--- src/rtl/imem_boot_loader.sv ---
// Boot loader that turns a byte stream (16-bit LE word count, then LE words) into IMEM writes, holding the core in reset until the image is in.
// Optional build macro IMEM_BOOT_CHECKSUM_EN adds a trailing checksum byte verified against an 8-bit sum of the data bytes.
module imem_boot_loader #(
  parameter int ADDR_W = 10
) (
  input  logic              clk,
  input  logic              rst_n,
  input  logic              start,
  input  logic              byte_valid,
  input  logic [7:0]        byte_data,
  output logic              byte_ready,
  output logic              imem_we,
  output logic [ADDR_W-1:0] imem_waddr,
  output logic [31:0]       imem_wdata,
  output logic              core_rst_n,
  output logic              busy,
  output logic              done,
  output logic              err
);

  localparam logic [2:0] S_IDLE  = 3'd0;
  localparam logic [2:0] S_HDR   = 3'd1;
  localparam logic [2:0] S_DATA  = 3'd2;
  localparam logic [2:0] S_WRITE = 3'd3;
  localparam logic [2:0] S_DONE  = 3'd4;
  localparam logic [2:0] S_ERR   = 3'd5;
`ifdef IMEM_BOOT_CHECKSUM_EN
  localparam logic [2:0] S_CHK   = 3'd6;
`endif

  // Word count is 16 bits, so a 17-bit compare covers capacities up to 2^16 words.
  localparam logic [16:0] MAX_WORDS = 17'(1) << ADDR_W;

  logic [2:0]        state;
  logic [1:0]        bcnt;
  logic [15:0]       cnt;
  logic [ADDR_W-1:0] idx;
  logic              accept;
  logic [15:0]       hdr_n;
  logic              last_word;

`ifdef IMEM_BOOT_CHECKSUM_EN
  logic [7:0] sum;
  logic [7:0] chk_total;
  assign chk_total = sum + byte_data;
  assign byte_ready = (state == S_HDR) || (state == S_DATA) || (state == S_CHK);
`else
  assign byte_ready = (state == S_HDR) || (state == S_DATA);
`endif

  assign accept     = byte_valid && byte_ready;
  assign hdr_n      = {byte_data, cnt[7:0]};
  assign last_word  = (17'(idx) + 17'd1) == {1'b0, cnt};
  assign imem_we    = (state == S_WRITE);
  assign imem_waddr = idx;

  // NOTE: every register here is updated with non-blocking assignments so all
  // of them see pre-edge values of each other, whatever order the statements run in.
  always_ff @(posedge clk or negedge rst_n) begin
    if (!rst_n) begin
      state      <= S_IDLE;
      bcnt       <= 2'd0;
      cnt        <= 16'd0;
      idx        <= '0;
      imem_wdata <= 32'd0;
      core_rst_n <= 1'b0;
      busy       <= 1'b0;
      done       <= 1'b0;
      err        <= 1'b0;
`ifdef IMEM_BOOT_CHECKSUM_EN
      sum        <= 8'd0;
`endif
    end else begin
      case (state)
        S_IDLE, S_DONE, S_ERR: begin
          if (start) begin
            state      <= S_HDR;
            busy       <= 1'b1;
            done       <= 1'b0;
            err        <= 1'b0;
            core_rst_n <= 1'b0;
            bcnt       <= 2'd0;
            idx        <= '0;
`ifdef IMEM_BOOT_CHECKSUM_EN
            sum        <= 8'd0;
`endif
          end
        end

        S_HDR: begin
          if (accept) begin
            if (bcnt == 2'd0) begin
              cnt[7:0] <= byte_data;
              bcnt     <= 2'd1;
            end else begin
              cnt[15:8] <= byte_data;
              bcnt      <= 2'd0;
              idx       <= '0;
              if (hdr_n == 16'd0) begin
`ifdef IMEM_BOOT_CHECKSUM_EN
                state <= S_CHK;
`else
                state      <= S_DONE;
                done       <= 1'b1;
                busy       <= 1'b0;
                core_rst_n <= 1'b1;
`endif
              end else if ({1'b0, hdr_n} > MAX_WORDS) begin
                state <= S_ERR;
                err   <= 1'b1;
                busy  <= 1'b0;
              end else begin
                state <= S_DATA;
              end
            end
          end
        end

        S_DATA: begin
          if (accept) begin
            imem_wdata[{bcnt, 3'b000} +: 8] <= byte_data;
            bcnt <= bcnt + 2'd1;
`ifdef IMEM_BOOT_CHECKSUM_EN
            sum  <= sum + byte_data;
`endif
            if (bcnt == 2'd3) state <= S_WRITE;
          end
        end

        S_WRITE: begin
          if (last_word) begin
`ifdef IMEM_BOOT_CHECKSUM_EN
            state <= S_CHK;
`else
            state      <= S_DONE;
            done       <= 1'b1;
            busy       <= 1'b0;
            core_rst_n <= 1'b1;
`endif
          end else begin
            idx   <= idx + 1'b1;
            state <= S_DATA;
          end
        end

`ifdef IMEM_BOOT_CHECKSUM_EN
        S_CHK: begin
          if (accept) begin
            busy <= 1'b0;
            if (chk_total == 8'h00) begin
              state      <= S_DONE;
              done       <= 1'b1;
              core_rst_n <= 1'b1;
            end else begin
              state <= S_ERR;
              err   <= 1'b1;
            end
          end
        end
`endif

        default: state <= S_IDLE;
      endcase
    end
  end

endmodule

--- config.mk ---
export PLATFORM = sky130hd
export DESIGN_NAME = imem_boot_loader
export DESIGN_NICKNAME = d
export VERILOG_FILES = /design/src/rtl/imem_boot_loader.sv
export SDC_FILE = /design/constraint.sdc
export NUM_CORES = 1
export LEC_CHECK = 0
export ABC_AREA = 1
export ABC_CLOCK_PERIOD_IN_PS = 6200
export BUFFER_PORTS_ARGS = -buffer_cell sky130_fd_sc_hd__buf_2
export CAP_MARGIN = 30
export CELL_PAD_IN_SITES_DETAIL_PLACEMENT = 1
export CELL_PAD_IN_SITES_GLOBAL_PLACEMENT = 1
export CORE_UTILIZATION = 44
export DETAILED_ROUTE_END_ITERATION = 7
export PLACE_DENSITY = 0.81
export SLEW_MARGIN = 20
export SYNTH_ARGS = -nofsm -noshare
export SYNTH_HDL_FRONTEND = slang
export SYNTH_SLANG_ARGS = --single-unit
--- constraint.sdc ---
create_clock -name clk -period 6.2 [get_ports clk]
set_input_delay 0.62 -clock clk [delete_from_list [all_inputs] [get_ports clk]]
set_output_delay 0.62 -clock clk [all_outputs]
set_load 0.05 [all_outputs]
==> results of run 1 <==
==> layout make-up <==
cell class                 instances  area [sq um]
fill                            1023          3550
multi-input combinational        355          1760
sequential                        66          1650
timing repair buffer              63           323
inverter                          60           225
clock buffer                      10           138
tap                              102           128
clock inverter                     6           114
==> kinds of logic after synthesis <==
logic type | after synthesis | synth area share
buf+inv | 69 | 0.0741
flops | 66 | 0.449
fa+ha+maj | 7 | 0.0238
compound gates | 74 | 0.112
simple gates | 274 | 0.341
==> power by group through the flow <==
stage / Combinational, mW / Sequential (mW) / Clock [mW]
final: 0.726 / 0.603 / 0.467
after global routing: 0.803 / 0.614 / 0.488
after CTS: 0.728 / 0.603 / 0.472
after detailed placement: 0.722 / 0.609 / 0
after global placement: 0.695 / 0.603 / 0
after floorplan: 0.410 / 0.714 / 0
==> per-layer routing <==
metal	vias to the layer above	track usage	wire [microns]
li1	1757	-	-
met2	92	0.498	5860
met1	1832	0.339	4900
met5	-	0	0
met3	17	0.0504	435
met4	0	0.123	183
==> registers in the layout (all words and copies together), names as in the netlist <==
name / flops
err: 1
bcnt: 2
imem_wdata: 32
done: 1
busy: 1
imem_waddr: 10
state: 3
cnt: 16
==> stage by stage <==
| step | cell area [sq um] | power [mW] | instances | setup WS, ns |
|---|---|---|---|---|
| 6_report | 4330 | 1.80 | 662 | 3.46 |
| 5_1_grt | 4330 | 1.91 | 662 | 3.13 |
| 4_1_cts | 4330 | 1.80 | 661 | 3.48 |
| 3_5_place_dp | 4080 | 1.33 | 645 | 3.54 |
| 3_3_place_gp | 4080 | 1.30 | 645 | 3.85 |
| 2_1_floorplan | 3680 | 1.12 | 490 | 4.04 |
==> final timing paths <==
| path | end | start | slack (ns) | depth (start not counted) |
|---|---|---|---|---|
| max in group asynchronous | cnt[4]$_DFFE_PN0P_ | rst_n | 5.16 | 2 |
| hold reg to reg | imem_wdata[1]$_DFFE_PN0P_ | imem_wdata[1]$_DFFE_PN0P_ | 0.49 | 1 |
| setup reg to reg | cnt[11]$_DFFE_PN0P_ | bcnt[0]$_DFFE_PN0P_ | 3.46 | 8 |
| min in group clk | imem_wdata[1]$_DFFE_PN0P_ | imem_wdata[1]$_DFFE_PN0P_ | 0.49 | 1 |
| hold / removal | imem_waddr[3]$_DFFE_PN0P_ | rst_n | 0.43 | 2 |
| setup / recovery | cnt[11]$_DFFE_PN0P_ | bcnt[0]$_DFFE_PN0P_ | 3.46 | 8 |
==> worst max-delay path: stages, from the launching register on <==
cell	delay (ns)
dfrtp_1	0.53
clkinv_1	0.34
ha_1	0.49
nor2_1	0.20
inv_1	0.07
nor2_1	0.38
clkinv_1	0.36
nand2_1	0.14
o21ai_0	0.10
==> cells in the final DEF (no fill, tap or decap) <==
master,n
nand2_1,140
dfrtp_1,66
buf_2,60
inv_1,54
o21ai_0,51
nand3_1,46
nor2_1,37
nand4_1,24
clkbuf_8,10
o22ai_1,9
o21a_1,8
nand2_2,7
ha_1,7
a21oi_1,4
inv_2,4
nor2_2,3
nor4_1,3
bufinv_16,3
buf_4,3
or2_2,2
nor3_1,2
clkinv_1,2
nand3b_1,2
nand4_2,2
clkinvlp_4,2
nor2_4,1
nor2_8,1
nand3b_2,1
nand2_4,1
nor3b_1,1
and3_1,1
o21bai_2,1
a32oi_1,1
clkinv_4,1
==> metrics, run 1 <==
worst skew pair latency=0.36 ns; Critical Path Sink Type=flop; Slew @ Worst Pin=roughly 0.88 ns; Syn Std Cell Area=roughly 3700 sq um; Pre-antenna DRT Iters=4; Post-Route WL=11400 microns; WP data required=6.44 ns; total track usage=0.283; Synth Register Bits=66; ANT cells=0; Synth Flop Type=dfrtp_1; largest cells by area after synthesis=dfrtp_1 45%, nand2_1 14%, o21ai_0 6.9%; Residual DRC=0; period utilisation layout=0.442; CTS Buffer Depth=2; Setup Viol. Count Final=0; Netlist cell types=32; critical path peak fanout=14; root buffer cell=clkbuf_8; Initial Utilization=0.467; Seq/Total Area, Yosys=0.449; Worst setup SP type=flop; CP arrival=2.98 ns; P_leak=2.44 nW; clk slew on worst S/H paths=~0.090 ns; combinational power share=0.404; fin util=0.549; via count=between 3000 and 4000; Max-cap violations=0; part of the power in registers=0.336; Mapped Cells=490; RSZ-0062 raised after global routing=false; Sw Ratio=0.446; Initial DRC Count=140; layout cells sized above 1=0.182; vias in the first global route=roughly 3800; final hold slack=~0.43 ns; synthesized net count=approximately 510; critical path class=reg -> reg; PwrDens=415 nW/um^2; CTS Sinks=66; ys async rst share=1.00; # port buffers=59; TNS Setup=0 ns; post-synth top area cell=dfrtp_1; hold buffer count at cts=0; Inserted Clock Buffers=9; initial antenna violation count=0; core region area=just under 8000 sq um; Final Skew=roughly 0.012 ns; max-slew violations=0; worst vdd ir=~0.15 mV; Die X=93.5 microns; post-CTS setup buffer count=0; Final Hold Violating Endpoints=0; DP HPWL=8320 microns; htree depth=3; sw power=~0.8 mW; row count=32; Final min period=2.74 ns; Synth top cells by count=140 x nand2_1, 66 x dfrtp_1, 54 x inv_1; fin nets=approximately 570; status=finished, final reports clean; IO Pins=60; CTS tree=built; Final Wtd Congestion=roughly 0.84; clock power share=0.260; Final ANT Viol Nets=0; Hold Crit Class=in -> async; count leader, synth=nand2_1; P&R area growth vs syn=17.8%; Synth Warn #=0; die extent in y=approximately 93 microns; cell internal pwr=roughly 1 mW; Mapped Avg Cell Area=7.51 sq um; share of the synthesized area in the top cell type=0.449; aggregate global routing overflow=0; largest net degree at the start of global routing=67; average vias per placed instance=~5.6; post-CTS sizing=0; Wirelength per Cell=roughly 17 microns; first-pass GRT wire length=18900 microns; FMAX=approximately 360 MHz; Slew HR=0.414; Total Die Area=8730 sq um; number of flops mapped to enable cells by yosys=0
No activity file was read; power rests on OpenSTA's default activity.
==> inputs of run 2 (changes only) <==
Settings changed: ABC_CLOCK_PERIOD_IN_PS 6200 to 2700, CORE_UTILIZATION 44 to 41, PLACE_DENSITY 0.81 to 0.76.
Clock period 6.2 ns to 2.7 ns, I/O delays scaled along.
==> metrics, run 2 (synthesis results as in run 1) <==
die extent in y=around 97 microns; Post-Route WL=10700 microns; Die X=96.7 microns; worst vdd ir=about 0.34 mV; CTS tree=built; Placement Setup Slack=0.458 ns; Residual DRC=0; max-slew violations=0; Wirelength per Cell=~16 microns; Multi-input gate area=1760 sq um; max reg flops=32; period utilisation layout=0.836; Setup Viol. Count Final=0; most common cell after layout, fill and taps aside=nand2_1; critical path class=reg -> reg; total power=approximately 3.8 mW; CTS Buffer Depth=2; worst skew pair latency=approximately 0.35 ns; total track usage=0.241; register area=between 1500 and 2000 sq um; # port buffers=between 50 and 60; root buffer cell=clkbuf_8; final hold slack=about 0.24 ns; P&R area growth vs syn=17.2%; CTS Sinks=66; Initial DRC Count=between 100 and 150; Most flops, register=imem_wdata; core region area=8720 sq um; Final Non-Filler Cells=around 670; Slew @ Worst Pin=a little under 0.6 ns; status=finished, final reports clean; Final Wtd Congestion=around 0.87; Final ANT Viol Nets=0; CP arrival=around 2.5 ns; vias in the first global route=between 3000 and 4000; fin nets=approximately 580; clk slew on worst S/H paths=around 0.08 ns; critical path peak fanout=12; Hold Crit Class=in -> reg; DP HPWL=just under 8000 microns; Critical Path Sink Type=flop; average vias per placed instance=between 5 and 6; fin worst setup slack=around 0.44 ns; WP data required=2.99 ns; post-CTS sizing=0; Final Skew=approximately 0.013 ns; aggregate global routing overflow=0; Slew HR=0.606; largest net degree at the start of global routing=67; Worst setup SP type=flop; via count=approximately 3600; design area=around 4300 sq um; first-pass GRT wire length=18000 microns; Pre-antenna DRT Iters=4; Inserted Clock Buffers=9; Final min period=approximately 2.3 ns; layout cells sized above 1=0.185; ANT cells=0; P_leak=about 2.4 nW; most frequent cells in the layout=140 x nand2_1, 66 x dfrtp_1, 59 x buf_2; Max-cap violations=0; htree depth=3; Total Die Area=around 9400 sq um; FMAX=around 440 MHz; TNS Setup=0 ns; Initial Utilization=0.422; Final Hold Violating Endpoints=0; FILL cells=about 1100; row count=34; DP Area=4110 sq um; Post-Place Cells=654; PwrDens=around 900 nW/um^2; fin util=0.495; initial antenna violation count=0; IO Pins=60; RSZ-0062 raised after global routing=false
run 2: critical path: stages, from the launching register on:
cell and delay [ns]:
dfrtp_1 0.52, clkinv_1 0.35, ha_1 0.62, inv_1 0.14
nor2_1 0.31, nand4_1 0.14, nand2_1 0.10
run 2: path summary, 6_finish.rpt:
path	depth (start not counted)	slack, ns	to	from
setup / recovery	6	0.44	imem_wdata[17]$_DFFE_PN0P_	bcnt[0]$_DFFE_PN0P_
hold / removal	4	0.24	err$_DFFE_PN0P_	start
setup reg to reg	6	0.44	imem_wdata[17]$_DFFE_PN0P_	bcnt[0]$_DFFE_PN0P_
hold reg to reg	1	0.49	imem_wdata[5]$_DFFE_PN0P_	imem_wdata[5]$_DFFE_PN0P_
max in group asynchronous	4	1.76	cnt[13]$_DFFE_PN0P_	rst_n
min in group asynchronous	3	0.40	imem_waddr[3]$_DFFE_PN0P_	rst_n
run 2: metal layers:
metal  GRT usage  vias to the layer above  wire length [microns]
met5           0                        -                      0
met4      0.0517                        0                     80
met3      0.0470                        7                    383
met2       0.421                       67                   5230
met1       0.309                     1725                   4970
li1            -                     1752                      -
run 2: timing repair:
action                                 CTS  global route
endpoints found under the hold margin    0            16
hold buffers                             0             1
setup endpoints to repair                0             0
setup buffers                            0             0
run 2: layout make-up:
type                            count  area share
Multi-Input combinational cell    355       0.407
Timing Repair Buffer               67      0.0876
Tap cell                          108      0.0313
Sequential cell                    66       0.383
Inverter                           60      0.0522
Clock buffer                       10      0.0319
Clock inverter                      5     0.00725
run 2: power by group:
group	internal [mW]	total, mW	switching, mW	leakage, nW
combinational	0.449	1.64	1.19	1.46
sequential	1.21	1.38	0.169	0.884
clock	0.350	0.753	0.404	0.0879
